<file path="config.mk">
export PLATFORM = sky130hd
export DESIGN_NAME = mmio_stats_responder
export DESIGN_NICKNAME = d
export VERILOG_FILES = /design/src/rtl/mmio_stats_responder.sv
export SDC_FILE = /design/constraint.sdc
export NUM_CORES = 2
export LEC_CHECK = 0
export BUFFER_PORTS_ARGS = -buffer_cell sky130_fd_sc_hd__buf_2
export CORE_MARGIN = 3
export CORE_UTILIZATION = 40
export CTS_BUF_LIST = sky130_fd_sc_hd__clkbuf_8
export CTS_CLUSTER_SIZE = 24
export DETAILED_ROUTE_END_ITERATION = 7
export SKIP_CTS_REPAIR_TIMING = 1
export SLEW_MARGIN = 40
export SYNTH_ARGS = -nofsm -noshare
export SYNTH_HDL_FRONTEND = slang
export SYNTH_SLANG_ARGS = --single-unit
</file>
<file path="constraint.sdc">
create_clock -name clock -period 3.55 [get_ports clock]
set_input_delay 0.355 -clock clock [delete_from_list [all_inputs] [get_ports clock]]
set_output_delay 0.355 -clock clock [all_outputs]
set_load 0.1 [all_outputs]
</file>
<file path="src/rtl/mmio_stats_responder.sv">
// Host MMIO responder: 64-bit statistics counters, cycle counter and sticky ERROR_REG,
// served through a fixed two-cycle request/acknowledge pipeline with odd parity.
module mmio_stats_responder #(
   parameter int NUM_STATS = 14
) (
   input  logic                 clock,
   input  logic                 rstn,
   input  logic                 ha_mmval,
   input  logic                 ha_mmcfg,
   input  logic                 ha_mmrnw,
   input  logic                 ha_mmdw,
   input  logic [23:0]          ha_mmad,
   input  logic [63:0]          ha_mmdata,
   input  logic                 ha_mmdatapar,
   output logic                 ah_mmack,
   output logic [63:0]          ah_mmdata,
   output logic                 ah_mmdatapar,
   input  logic [NUM_STATS-1:0] stat_inc_in,
   input  logic                 clear_stats,
   input  logic                 job_running,
   input  logic [63:0]          error_in,
   output logic [63:0]          error_reg_out,
   output logic                 mmio_parity_err
);

   // Quad-word indices (word address bits [21:1]); the top two address bits alias.
   localparam logic [20:0] ERR_REG_A = 21'h1FFFF7;
   localparam logic [20:0] ERR_ACK_A = 21'h1FFFF6;
   localparam logic [20:0] STAT0_A   = 21'h1FFFF5;
   localparam logic [20:0] CYCLE_A   = 21'h1FFFE7;

   // Request stage (cycle N+1)
   logic        req_q;
   logic        rnw_q;
   logic        dw_q;
   logic [21:0] ad_q;
   logic [63:0] wdata_q;
   logic        wpar_q;

   // Response stage (cycle N+2)
   logic        ack_q;
   logic [63:0] rdata_q;
   logic [63:0] rdata_d;
   logic        rpar_q;

   logic [63:0] cnt_q [NUM_STATS];
   logic [63:0] cyc_q;
   logic [63:0] err_q;
   logic [63:0] err_d;
   logic [63:0] err_clr;
   logic        perr_q;
   logic        perr_d;

   logic        accept;
   logic [20:0] dec_a;
   logic        sel_hit;
   logic [63:0] sel_val;
   logic        wpar_ok;

   // A new request is taken only when nothing is in flight.
   assign accept = ha_mmval & ~ha_mmcfg & ~req_q & ~ack_q;

   always_ff @(posedge clock or negedge rstn) begin
      if (!rstn) begin
         req_q   <= 1'b0;
         rnw_q   <= 1'b0;
         dw_q    <= 1'b0;
         ad_q    <= '0;
         wdata_q <= '0;
         wpar_q  <= 1'b0;
      end else begin
         req_q <= accept;
         if (accept) begin
            rnw_q   <= ha_mmrnw;
            dw_q    <= ha_mmdw;
            ad_q    <= ha_mmad[21:0];
            wdata_q <= ha_mmdata;
            wpar_q  <= ha_mmdatapar;
         end
      end
   end

   // Dropping address bit 0 gives the even-forced decode for 64-bit accesses.
   assign dec_a   = ad_q[21:1];
   assign wpar_ok = ^{wdata_q, wpar_q};

   always_comb begin
      sel_hit = 1'b0;
      sel_val = '0;
      if (dec_a == ERR_REG_A) begin
         sel_hit = 1'b1;
         sel_val = err_q;
      end else if (dec_a == CYCLE_A) begin
         sel_hit = 1'b1;
         sel_val = cyc_q;
      end
      for (int i = 0; i < NUM_STATS; i++) begin
         if (dec_a == STAT0_A - 21'(i)) begin
            sel_hit = 1'b1;
            sel_val = cnt_q[i];
         end
      end
   end

   always_comb begin
      rdata_d = '0;
      if (req_q && rnw_q && sel_hit) begin
         if (dw_q)
            rdata_d = sel_val;
         else if (ad_q[0])
            rdata_d = {2{sel_val[31:0]}};
         else
            rdata_d = {2{sel_val[63:32]}};
      end
   end

   always_comb begin
      err_clr = '0;
      if (req_q && !rnw_q && dw_q && wpar_ok && dec_a == ERR_ACK_A)
         err_clr = wdata_q;
      err_d  = (err_q & ~err_clr) | error_in;
      perr_d = perr_q | (req_q & ~rnw_q & ~wpar_ok);
   end

   always_ff @(posedge clock or negedge rstn) begin
      if (!rstn) begin
         ack_q   <= 1'b0;
         rdata_q <= '0;
         rpar_q  <= 1'b1;
         err_q   <= '0;
         perr_q  <= 1'b0;
      end else begin
         ack_q   <= req_q;
         rdata_q <= rdata_d;
         rpar_q  <= ~^rdata_d;
         err_q   <= err_d;
         perr_q  <= perr_d;
      end
   end

   // Clear has priority over increment; counters wrap naturally.
   always_ff @(posedge clock or negedge rstn) begin
      if (!rstn) begin
         cyc_q <= '0;
         for (int i = 0; i < NUM_STATS; i++) cnt_q[i] <= '0;
      end else begin
         if (clear_stats)      cyc_q <= '0;
         else if (job_running) cyc_q <= cyc_q + 64'd1;
         for (int i = 0; i < NUM_STATS; i++) begin
            if (clear_stats)         cnt_q[i] <= '0;
            else if (stat_inc_in[i]) cnt_q[i] <= cnt_q[i] + 64'd1;
         end
      end
   end

   assign ah_mmack        = ack_q;
   assign ah_mmdata       = rdata_q;
   assign ah_mmdatapar    = rpar_q;
   assign error_reg_out   = err_q;
   assign mmio_parity_err = perr_q;

endmodule

</file>
==> flow_summary.toml <==
[outcome]
status = "finished, violations left"
failed_checks = "setup timing"

[sta]
min_period_over_period_pct = 129
hold_viol_final = 0
final.min_clock_period_ns = 4.57
slew_violations = 0
rsz0062_at_grt = "yes"
worst_slack_ns = -1.02
timing.fmax_mhz = 219
tns_ns = -2.45
relSlewSlack_pct = 42.7
setup_viol = 17
skew_ns = 0.0873
worst_pin_slew_ns = 0.851

[synthesis]
synth_edf_count = 0
syn-mean-instance-area_um2 = 9.17
ys_seq_area_share_pct = 45.7
async_reset_ff_share_pct = 100
syn_nets = 7246
synthDistinctLibCells = 104
netlist_area_um2 = 64700
netlist_instances = 7056
synth-seq-cells = 1181
yosysWarnings = 0
yosys_most_used_dff = "dfrtp_1"

[die]
die_x_um = 408
io_pins = 306
die_y_um = 408
rows = 146
dieArea_um2 = 167000
coreArea_um2 = 159000
initial_utilization_pct = 40.6

[critical_path]
cp_top_family = "XOR/XNOR gates"
timing.rr.start = "ad_q[15]$_DFFE_PN0P_"
critPathKind = "flop to flop"
cpPeakStageDelay_ns = 0.48
cp_common_cell = "xnor3_1"
startpoint_type = "flop"
cp_cell_sequence = "and4_4 -> buf_4 -> nand3_1 -> buf_4 -> nor2_4 -> buf_6 -> a21oi_1 -> o221ai_2 -> o211ai_1 -> a221oi_2 -> nor2b_2 -> xnor2_1 -> xnor3_1 -> nor2_2 -> xnor3_1 -> xnor3_1 -> xnor3_1"
crit_buf_inv = 3
crit_arrival_ns = 5.52
reg2reg_depth = 17
worstPathMaxFanout = 9
r2r_end = "ah_mmdatapar$_DFF_PN1_"
critPathSlowestCell = "a221oi_2"
endpoint_kind = "flop"
r2r_slack_ns = -1.02
cp.required_ns = 4.49

[layout]
area_growth_pct = 32.6
fillers = 14400
final_nets = 8941
drive_gt1_share_pct = 26.6
stdcell_count = 11100
stdcell_area_um2 = 85800

[clock_tree]
worstSkewPairLatency_ns = 1.01
clk_path_buf_depth = 3
cts-root-buf = "clkbuf_8"
cts.sinks = 1181
clk_pin_slew_ns = 0.08
cts_tree = "yes"
numCtsBuffers = 207
htreeDepth = 4

[placed_design]
dp.final_hpwl_um = 225000
placed_cell_area_um2 = 78100
place_congestion = 1.08
portBuffers = 303
dp_cells = 10500

[grt]
overflow = 0
gr-usage-all-layers_pct = 33.4
antenna_found_initial = 21
grt_max_degree = 125
grt_pass1_wl_um = 411000
grt_pass1_vias = 60400

[detailed_routing]
ant_nets = 0
dr.pass1.iters = 7
viasPerCell = 5.79
drc = 0
vias = 64000
routedWlPerCell_um = 26.3
drt_iter0_drc = 8414
routed_wl_um = 291000

[power_and_ir_drop]
p_leak_uw = 0.0379
p_per_area_nw_per_um2 = 373
vdd_ir_drop_max_mv = 0.382

[hold_path]
hold-path-cell-count = 3
min_from = "error_in[21]"
hp-class = "input pin to flop"
worstHoldEndpoint = "error_reg_out[21]$_DFF_PN0_"

[flow_run]
maxCapViolations = 0
[synthesized netlist by cell type, types with 14 or more instances]
cell type	n	area, um^2
nand2_1	788	2960
dfrtp_1	1180	29500
nor2b_1	42	263
and4_1	52	455
and2_1	39	244
o221ai_1	46	403
o22ai_1	65	407
ha_1	15	188
xnor2_1	279	2440
a21oi_1	367	1840
and3_1	239	1500
a21o_1	73	548
a222oi_1	21	210
o211ai_1	27	203
a31oi_1	22	138
mux2_2	129	1450
nor4_1	23	144
o21ai_0	325	1630
nor3_1	62	310
nand2b_1	21	131
o21ai_1	21	105
a22oi_1	25	188
buf_6	21	236
clkbuf_1	215	807
xor2_1	599	5250
nand3_1	304	1520
buf_4	31	233
mux2i_1	141	1410
buf_2	57	285
or2_2	15	93.8
inv_1	58	218
nor2_1	1110	4170
a221oi_1	56	490
a211oi_1	21	158
or3_1	194	1210
nand4_1	137	857
a221o_1	14	140
[logic make-up (layout without fill, tap and decap cells)]
group / count (synthesis) / count (layout) / synth area share, %
simple gates: 3093 / 3094 / 22.5
compound gates: 1215 / 1215 / 11.9
flops: 1181 / 1181 / 45.7
xor+xnor: 889 / 889 / 12.3
buf+inv: 388 / 2231 / 2.79
mux: 275 / 275 / 4.57
fa+ha+maj: 15 / 15 / 0.290
other cells: 0 / 12 / 0
[area by class of cell]
type                            count  area [um^2]  area share, %
Timing Repair Buffer             1814        14500           16.9
Tap cell                         2146         2690           3.13
Clock buffer                      255         3510           4.09
Antenna cell                       12         30.0         0.0350
Multi-Input combinational cell   5488        34600           40.4
Clock inverter                    103          646          0.753
Inverter                           59          221          0.258
Sequential cell                  1181        29600           34.5
[registers in the layout (all words and copies together), names as in the netlist]
name	count
ad_q	22
cyc_q	64
ah_mmdatapar	1
ah_mmdata	64
error_reg_out	64
wdata_q	64
ah_mmack	1
rnw_q	1
cnt_q	896
mmio_parity_err	1
wpar_q	1
dw_q	1
req_q	1
[layer usage]
metal / track usage, % / wire length (um) / up-vias
li1: - / - / 28100
met1: 43.4 / 113000 / 31600
met2: 50.1 / 127000 / 3410
met3: 9.14 / 30900 / 908
met4: 18.8 / 19800 / 14
met5: 0 / 130 / -
[worst min-delay path, delay by kind of cell]
kind	cells	cell delay [ns]
compound gates	1	0.07
buf+inv	2	0.60
[report_power, final]
group / switching (uW) / total, uW / leakage (uW) / internal (uW)
combinational: 3050 / 5040 / 0.0196 / 1990
clock: 6150 / 12900 / 0.00240 / 6770
sequential: 313 / 14000 / 0.0159 / 13700
[layout by cell type (no fill, tap or decap), drive strengths merged, types with 141 or more instances in the layout]
cell and n:
clkbuf 255, xnor2 279, nand2 796, or3 194, a21oi 369, nor2 1121, mux2i 141, and3 239
dlygate4sd3 178, o21ai 347, buf 1636, dfrtp 1180, xor2 599, nand3 309
[how the worst max path moves through the flow]
stage	endpoint	from	cells after the start
floorplan	ah_mmdatapar$_DFF_PN1_	ad_q[19]$_DFFE_PN0P_	17
global placement	ah_mmdatapar$_DFF_PN1_	ad_q[4]$_DFFE_PN0P_	17
detailed placement	ah_mmdatapar$_DFF_PN1_	ad_q[21]$_DFFE_PN0P_	16
CTS	ah_mmdatapar$_DFF_PN1_	ad_q[21]$_DFFE_PN0P_	16
global route	ah_mmdatapar$_DFF_PN1_	ad_q[4]$_DFFE_PN0P_	17
finish	ah_mmdatapar$_DFF_PN1_	ad_q[15]$_DFFE_PN0P_	17
[stage by stage]
step | utilization [%] | setup slack, ns | hold WS (ns) | total power, uW
2_1_floorplan | - | -0.281 | 0.0594 | 16600
3_3_place_gp | 49.0 | -1.85 | 0.315 | 18800
3_5_place_dp | 49.0 | -1.42 | 0.314 | 18900
4_1_cts | 51.6 | -1.43 | -0.726 | 31800
5_1_grt | 53.8 | -0.998 | 0.0510 | 33000
6_report | 53.8 | -1.02 | 0.0837 | 32000
Power figures use the tool's default switching activity.
